## config.mk

```make
export PLATFORM = sky130hd
export DESIGN_NAME = fifo_arbiter
export DESIGN_NICKNAME = d
export VERILOG_FILES = /design/src/rtl/fifo_arbiter.sv
export SDC_FILE = /design/constraint.sdc
export NUM_CORES = 1
export LEC_CHECK = 0
export CAP_MARGIN = 15
export CORE_ASPECT_RATIO = 0.7
export CORE_UTILIZATION = 36
export DETAILED_ROUTE_END_ITERATION = 8
export PLACE_DENSITY = 0.79
export SETUP_SLACK_MARGIN = 0.4
export SLEW_MARGIN = 20
export SYNTH_ARGS = -nofsm -noshare
export SYNTH_HDL_FRONTEND = slang
export SYNTH_SLANG_ARGS = --single-unit
```

## constraint.sdc

```tcl
create_clock -name ap_clk -period 2.1 [get_ports ap_clk]
set_input_delay 0.42 -clock ap_clk [delete_from_list [all_inputs] [get_ports ap_clk]]
set_output_delay 0.42 -clock ap_clk [all_outputs]
set_load 0.02 [all_outputs]
```

## src/rtl/fifo_arbiter.sv

```systemverilog
// fifo_arbiter: round-robin, burst-limited arbiter of two AXI-Stream requesters into a FIFO.
// Optional per-requester beat statistics enabled by macro FIFO_ARBITER_STATS_EN. Rev 1.0
`default_nettype none

module fifo_arbiter #(
  parameter int WIDTH = 8,
  parameter int DEPTH = 16384,
  parameter int CNTW  = 14,
  parameter int BURST = 16
) (
  input  logic             ap_clk,
  input  logic             ap_rst,
  input  logic [WIDTH-1:0] in0_V_V_TDATA,
  input  logic             in0_V_V_TVALID,
  output logic             in0_V_V_TREADY,
  input  logic [WIDTH-1:0] in1_V_V_TDATA,
  input  logic             in1_V_V_TVALID,
  output logic             in1_V_V_TREADY,
  output logic [WIDTH-1:0] out_V_V_TDATA,
  output logic             out_V_V_TVALID,
  input  logic             out_V_V_TREADY,
  input  logic [CNTW-1:0]  fifo_count,
  output logic [1:0]       grant
`ifdef FIFO_ARBITER_STATS_EN
  ,
  output logic [31:0]      stat0_beats,
  output logic [31:0]      stat1_beats
`endif
);

  localparam int BW = $clog2(BURST + 1);
  localparam logic [BW-1:0] LAST_BEAT = BW'(BURST - 1);
  localparam logic [31:0] LIMIT = 32'(DEPTH - BURST);

  typedef enum logic [1:0] {
    IDLE = 2'd0,
    GNT0 = 2'd1,
    GNT1 = 2'd2
  } state_t;

  state_t        state;
  state_t        state_next;
  logic [BW-1:0] beat_cnt;
  logic          last_served;   // 1: in1 was served last, so in0 has priority
  logic [31:0]   count_ext;
  logic          room;
  logic          xfer;

  assign count_ext = 32'(fifo_count);
  assign room      = (count_ext <= LIMIT);
  assign xfer      = out_V_V_TVALID & out_V_V_TREADY;

  always_comb begin
    state_next     = state;
    grant          = 2'b00;
    out_V_V_TDATA  = '0;
    out_V_V_TVALID = 1'b0;
    in0_V_V_TREADY = 1'b0;
    in1_V_V_TREADY = 1'b0;
    case (state)
      IDLE: begin
        if (room) begin
          if (last_served) begin
            if (in0_V_V_TVALID)      state_next = GNT0;
            else if (in1_V_V_TVALID) state_next = GNT1;
          end else begin
            if (in1_V_V_TVALID)      state_next = GNT1;
            else if (in0_V_V_TVALID) state_next = GNT0;
          end
        end
      end
      GNT0: begin
        grant          = 2'b01;
        out_V_V_TDATA  = in0_V_V_TDATA;
        out_V_V_TVALID = in0_V_V_TVALID;
        in0_V_V_TREADY = out_V_V_TREADY;
        if (!in0_V_V_TVALID || (out_V_V_TREADY && beat_cnt == LAST_BEAT))
          state_next = IDLE;
      end
      GNT1: begin
        grant          = 2'b10;
        out_V_V_TDATA  = in1_V_V_TDATA;
        out_V_V_TVALID = in1_V_V_TVALID;
        in1_V_V_TREADY = out_V_V_TREADY;
        if (!in1_V_V_TVALID || (out_V_V_TREADY && beat_cnt == LAST_BEAT))
          state_next = IDLE;
      end
      default: state_next = IDLE;
    endcase
  end

  always_ff @(posedge ap_clk or posedge ap_rst) begin
    if (ap_rst) begin
      state       <= IDLE;
      beat_cnt    <= '0;
      last_served <= 1'b1;
    end else begin
      state <= state_next;
      // IDLE always precedes a grant, so clearing here covers grant entry
      if (state == IDLE)
        beat_cnt <= '0;
      else if (xfer)
        beat_cnt <= beat_cnt + BW'(1);
      if (state == IDLE && state_next == GNT0)
        last_served <= 1'b0;
      else if (state == IDLE && state_next == GNT1)
        last_served <= 1'b1;
    end
  end

`ifdef FIFO_ARBITER_STATS_EN
  always_ff @(posedge ap_clk or posedge ap_rst) begin
    if (ap_rst) begin
      stat0_beats <= '0;
      stat1_beats <= '0;
    end else begin
      if (state == GNT0 && xfer) stat0_beats <= stat0_beats + 32'd1;
      if (state == GNT1 && xfer) stat1_beats <= stat1_beats + 32'd1;
    end
  end
`endif

endmodule

`default_nettype wire

```

==> results of run 1 <==
[flip-flops by register name (all words and copies together), names as in the netlist]
register	cells
beat_cnt	5
state	2
last_served	1
[layer usage]
metal / global-route usage [%] / wire [µm] / vias up
met3: 3.79 / 221 / 5
met4: 9.76 / 29 / 0
met5: 0 / 0 / -
met2: 48.8 / 1430 / 40
li1: - / - / 449
met1: 30.5 / 1170 / 445
[cells in the final DEF (no fill, tap or decap), types with 4 or more instances in the layout]
master | Yosys | layout
a22oi_2 | 0 | 8
buf_2 | 1 | 6
buf_4 | 0 | 18
buf_6 | 1 | 5
clkdlybuf4s50_1 | 0 | 24
dfrtp_1 | 7 | 6
dlygate4sd2_1 | 0 | 11
ha_4 | 0 | 4
inv_1 | 6 | 4
nor2_1 | 7 | 6
nor2b_2 | 0 | 8
[worst register-to-register path, cell delays in order, from the launching register on]
cell and delay [ps]:
dfrtp_2 450, ha_4 180, buf_12 140, a22oi_4 130, buf_4 130, buf_6 100
nor2_4 50, or3_4 340, a31oi_1 160, nand3_1 100
[Yosys cell counts (2+ instances only)]
cell type,number
and2_1,3
o21ai_0,3
xor2_1,2
clkbuf_1,2
a22oi_1,8
inv_1,6
dfrtp_1,7
nand3_1,4
nor2b_1,10
nand4_1,2
nor4_4,2
nor2_1,7
ha_1,7
or3_1,2
a21oi_1,3
[area by class of cell]
| type | instances | area (µm²) | area share (%) |
|---|---|---|---|
| Tap cell | 22 | 27.5 | 1.71 |
| Multi-Input combinational cell | 68 | 717 | 44.4 |
| Sequential cell | 8 | 203 | 12.6 |
| Inverter | 6 | 22.5 | 1.40 |
| Timing Repair Buffer | 67 | 618 | 38.3 |
| Clock buffer | 4 | 26.3 | 1.63 |
[logic make-up after synthesis]
| kind of cell | after synthesis |
|---|---|
| adder cells (fa/ha/maj) | 7 |
| AND/OR/NAND/NOR | 35 |
| flip-flops | 8 |
| multiplexers | 1 |
| AO/OA/AOI/OAI | 23 |
| buffers and inverters | 10 |
| XOR/XNOR | 2 |
[where the power goes]
group | leakage (nW) | switching, W | internal [W]
combinational | 0.570 | 0.000456 | 0.000535
clock | 0.0150 | 0.0000591 | 0.0000731
sequential | 0.105 | 0.0000324 | 0.000185
[through the flow]
step	util [%]	cells	TNS, ps	hold WS, ps
2_1_floorplan	-	86	0	235
3_3_place_gp	71.4	161	-165	498
3_5_place_dp	71.4	161	-268	508
4_1_cts	81.0	174	0	397
5_1_grt	83.4	175	0	447
6_report	83.4	175	0	389
[path summary, 6_finish.rpt]
check                           depth (start not counted)        start             end
worst max-delay path                                    5     state[1]  out_V_V_TVALID
worst min-delay path                                    2       ap_rst     beat_cnt[0]
worst max register to register                          9     state[1]     last_served
worst min register to register                          2  beat_cnt[4]     beat_cnt[4]
max in group asynchronous                               2       ap_rst     last_served
min in group ap_clk                                     2  beat_cnt[4]     beat_cnt[4]
[timing repair]
action,4_1_cts,5_1_grt
setup endpoints to repair,16,21
setup buffers,9,1
pin swaps,15,3
endpoints found under the hold margin,0,0
gates resized for setup,95,13
==> results by group, run 1 <==
Run status
  – Run status: complete, but fails checks
  – Failing checks: design-rule violations

Routing
  – TritonRoute pass-1 iters: 6
  – DRC viols: 7
  – Initial DRC Count: 35
  – Wirelength per Cell: 16.3 µm
  – Post-route ant nets: 0
  – Via count: approximately 940
  – Post-Route WL: 2860 µm
  – Vias/cell: approximately 5.4

Logic synthesis
  – Area leader, netlist: dfrtp_1
  – Top cells by area, synth: dfrtp_1 (23%), ha_1 (11%), nor2b_1 (8.1%), a22oi_1 (7.8%), nor4_4 (5.5%)
  – Mux share of post-synthesis cell area: between 1 and 1.5%
  – Seq cells post-synth: 8
  – Adder-cell area share of the yosys netlist: a little under an eighth
  – Syn avg cell area: ~9 µm²
  – Cell Area, Synth: slightly below 800 µm²
  – Combinational family with the most area after synthesis: simple AND/OR/NAND/NOR gates
  – Synth Area in Compound Gates: 22.0%
  – Syn nets: roughly 130
  – EDFF count, synth: 0
  – Ys async rst share: 100%
  – Main synth FF type: dfrtp_1
  – Yosys warns: 0
  – Simple-Gate Fraction of Synth Area: between 30% and 40%
  – Cells after synthesis: 86
  – Yosys top cell area share: between 20% and 30%
  – Seq/Total Area, Yosys: 26.1%
  – Unique masters post-synth: 33
  – Post-synthesis xor/xnor area fraction: between 2 and 2.5%

Clocking
  – Clk Tree Root Cell: clkbuf_4
  – Post-cts hold buffer count: 0
  – CTS tree: built
  – Num CTS Buffers: 3
  – H-tree depth: 1
  – Clock transition at path regs: 60 ps
  – Clk Latency, worst-skew pair: 260 ps
  – Max Root-Sink Buffers: 2
  – CTS Sinks: 8

Worst setup path
  – CP Cell Sequence: ha_4 > buf_12 > a22oi_4 > and2b_1 > buf_6
  – CP max stage delay: between 400 and 500 ps
  – CP top delay family: flip-flops
  – Startpoint Class: flip-flop
  – Crit Path Class: flip-flop to output pin
  – CP max FO: 10
  – CP max stage cell: dfrtp_2
  – Register-to-Register Setup Slack: ~240 ps
  – CP bufs+invs: 2
  – Crit. End Element: output pin
  – CP Data Required Time: between 1500 and 2000 ps
  – Crit path DAT: 1510 ps

Power
  – Worst ir drop on vdd: between 0.0005 and 0.0006 V
  – Leak: around 0.69 nW
  – PD cells: 831 nW/µm²
  – Total power: around 0.0013 W

GRT
  – Number of global-route vias before repair: 940
  – Global-route wire length before repair: approximately 4400 µm
  – Initial antenna violation count: 0
  – Grt ovf: 0
  – Largest net degree at the start of global routing: 12
  – GRT Overall Usage: 25.6%

Final layout
  – Filler Cell Count: about 100
  – Nets: roughly 200
  – Post-route design area: roughly 1600 µm²
  – Synth-to-layout area growth: 109%
  – Share of cells above drive strength 1: roughly 53%
  – Final antenna diode count: 0

Die
  – Die Y: roughly 41 µm
  – Placeable core area: 1940 µm²
  – Die ar.: ~2300 µm²
  – Ports: 48
  – Starting Density: between 30% and 40%
  – Std-Cell Rows: 13
  – Die X: about 57 µm

Timing
  – Slack of the critical path: 169 ps
  – Post-route clock period utilization: about nine tenths
  – RSZ-0062 raised after global routing: true
  – Final Max Tran Viols: 0
  – Setup Skew: 4.42 ps
  – Shortest period the worst path allows: roughly 1900 ps
  – Fin. Hold Viols: 0
  – Slew margin rel.: 67.7%
  – Maximum clock rate: between 0.5 and 0.6 GHz
  – # setup viols final: 0
  – Worst slew pin tran: slightly below 500 ps

Placement
  – Placed wire-length estimate: around 1800 µm
  – Placed cell areas: 1380 µm²
  – Pre-CTS setup slack: -162 ps
  – Buffers on Ports: 47
  – Final RePlAce weighted congestion: a little under 0.8

Flow run
  – Maxcap violations: 0

Hold path
  – Worst hold path type: input port to async pin
Power figures use the tool's default switching activity.
==> inputs of run 2 (changes only) <==
--- a/config.mk
+++ b/config.mk
@@ -9,6 +9,7 @@
 export CORE_ASPECT_RATIO = 0.7
 export CORE_UTILIZATION = 36
 export DETAILED_ROUTE_END_ITERATION = 8
+export HOLD_SLACK_MARGIN = 0.06
 export PLACE_DENSITY = 0.79
 export SETUP_SLACK_MARGIN = 0.4
 export SLEW_MARGIN = 20
==> results of run 2 <==
Same layout as run 1: the final DEF is identical, and so are final timing and power.
==> inputs of run 3 (changes only) <==
--- a/config.mk
+++ b/config.mk
@@ -6,7 +6,6 @@
 export NUM_CORES = 1
 export LEC_CHECK = 0
 export CAP_MARGIN = 15
-export CORE_ASPECT_RATIO = 0.7
 export CORE_UTILIZATION = 36
 export DETAILED_ROUTE_END_ITERATION = 8
 export HOLD_SLACK_MARGIN = 0.06
==> results by group, run 3 (same netlist as run 1, synthesis figures left out) <==
Routing
  – TritonRoute pass-1 iters: 4
  – Vias/cell: 5.04
  – Post-Route WL: between 2000 and 3000 µm
  – Initial DRC Count: 8
  – Wirelength per Cell: 15.0 µm
  – DRC viols: 0
  – Via count: 937
  – Post-route ant nets: 0

Worst setup path
  – CP Data Required Time: approximately 1700 ps
  – Crit. End Element: output pin
  – Crit path DAT: approximately 1500 ps
  – CP max FO: 3
  – CP Cell Sequence: inv_2 > ha_4 > buf_6 > a22oi_4 > and2b_1 > buf_6
  – CP top delay family: flip-flops
  – Most used cell, CP: buf_6
  – Crit Path Class: flip-flop to output pin
  – Startpoint Class: flip-flop
  – CP bufs+invs: 3
  – CP max stage cell: dfrtp_1
  – CP max stage delay: about 390 ps

GRT
  – Global-route wire length before repair: approximately 4200 µm
  – Number of global-route vias before repair: around 980
  – GRT Overall Usage: a little under a quarter
  – Grt ovf: 0
  – Initial antenna violation count: 0
  – Largest net degree at the start of global routing: 12

Flow run
  – Maxcap violations: 0

Final layout
  – Largest registers: beat_cnt (5), state (2), last_served (1)
  – Reg with most FFs: beat_cnt
  – Synth-to-layout area growth: 114%
  – Commonest cells after routing, fill and taps aside: clkdlybuf4s50_1 (31), buf_4 (23), buf_6 (13)
  – Commonest non-fill, non-tap cell in the layout: clkdlybuf4s50_1
  – Post-route design area: ~1700 µm²
  – Share of cells above drive strength 1: 50.9%
  – Nets: slightly above 200
  – Final antenna diode count: 0
  – Max reg flops: 5

Placement
  – Placed cell areas: around 1400 µm²
  – Buffers on Ports: 47
  – Final RePlAce weighted congestion: approximately 0.8
  – Placed wire-length estimate: approximately 1700 µm

Die
  – Std-Cell Rows: 16
  – Die ar.: 2330 µm²
  – Die X: a little under 50 µm
  – Placeable core area: around 2000 µm²
  – Ports: between 40 and 50
  – Starting Density: 39.0%
  – Die Y: ~48 µm

Clocking
  – CTS Sinks: 8
  – Clock transition at path regs: around 60 ps
  – CTS tree: built
  – Clk Tree Root Cell: clkbuf_4
  – Clk Latency, worst-skew pair: around 260 ps
  – Num CTS Buffers: 3
  – Max Root-Sink Buffers: 2
  – H-tree depth: 1

Timing
  – Worst slew pin tran: 292 ps
  – Setup Skew: around 9.4 ps
  – Post-route clock period utilization: between 90% and 100%
  – Maximum clock rate: 0.521 GHz
  – Slew margin rel.: just over 80%
  – Final Max Tran Viols: 0
  – Fin. Hold Viols: 0
  – # setup viols final: 0
  – RSZ-0062 raised after global routing: true
  – Shortest period the worst path allows: 1920 ps
  – Final setup TNS: 0 ps

Hold path
  – Worst hold path type: input port to async pin

Power
  – Worst ir drop on vdd: between 0.0006 and 0.0007 V
  – PD cells: roughly 840 nW/µm²
  – Leak: between 0.7 and 0.8 nW

Run status
  – Run status: finished, final reports clean
## run 3: cell count changes in the layout (fill, tap and decap cells not counted), moves of 2 or more
cell	delta
clkdlybuf4s50_1	+7
and2_1	-2
buf_6	+8
buf_12	-2
buf_4	+5
and2_4	+2
dlygate4sd2_1	-11
buf_2	-4
dlymetal6s2s_1	+3
## run 3: area by class of cell
type | count | area, µm²
Sequential cell | 8 | 203
Fill cell | 106 | 327
Timing Repair Buffer | 73 | 697
Multi-Input combinational cell | 68 | 671
Inverter | 6 | 25.0
Clock buffer | 4 | 26.3
Tap cell | 27 | 33.8
## run 3: final timing paths
path	to	slack [ps]	depth (start not counted)	startpoint
worst max register to register	last_served	220	10	state[0]
worst min-delay path	beat_cnt[4]	390	2	ap_rst
min in group ap_clk	beat_cnt[4]	540	2	beat_cnt[4]
worst min register to register	beat_cnt[4]	540	2	beat_cnt[4]
max in group asynchronous	last_served	1420	2	ap_rst
worst max-delay path	out_V_V_TVALID	180	6	state[0]
## run 3: routing by layer
layer	GRT usage, %	share of wire (%)	vias to the layer above
met5	0	0	-
met4	13.7	1.4	0
met3	3.14	4.7	4
met2	44.8	57	38
met1	24.4	37	438
li1	-	-	457
## run 3: what timing repair did
item                       in CTS  in global routing
buffers inserted                8                  4
pin swaps                       7                  9
setup endpoints to repair      15                 18
hold buffers                    0                  0
resized for setup              79                 30
## run 3: power breakdown
group	total (W)	switching, W	internal (W)
logic	0.00104	0.000455	0.000585
registers	0.000218	0.0000326	0.000185
clock network	0.000126	0.0000533	0.0000727
total	0.00138	0.000541	0.000843
## run 3: through the flow
stage	util (%)	hold slack (ps)	instances	setup WS [ps]	power [W]
global placement	70.3	502	170	-174	0.000960
detailed placement	70.3	519	170	-173	0.000979
global route	83.5	423	186	121	0.00147
CTS	78.1	394	182	185	0.00124
floorplan	-	235	86	343	0.000633
finish	83.5	391	186	181	0.00138
## run 3: worst register-to-register path: stages (launching register included)
cell	delay, ps
dfrtp_1	390
inv_2	90
ha_4	180
buf_6	110
a22oi_4	120
buf_4	130
buf_6	100
nor2_4	40
or3_4	370
a31oi_1	170
nand3_1	100
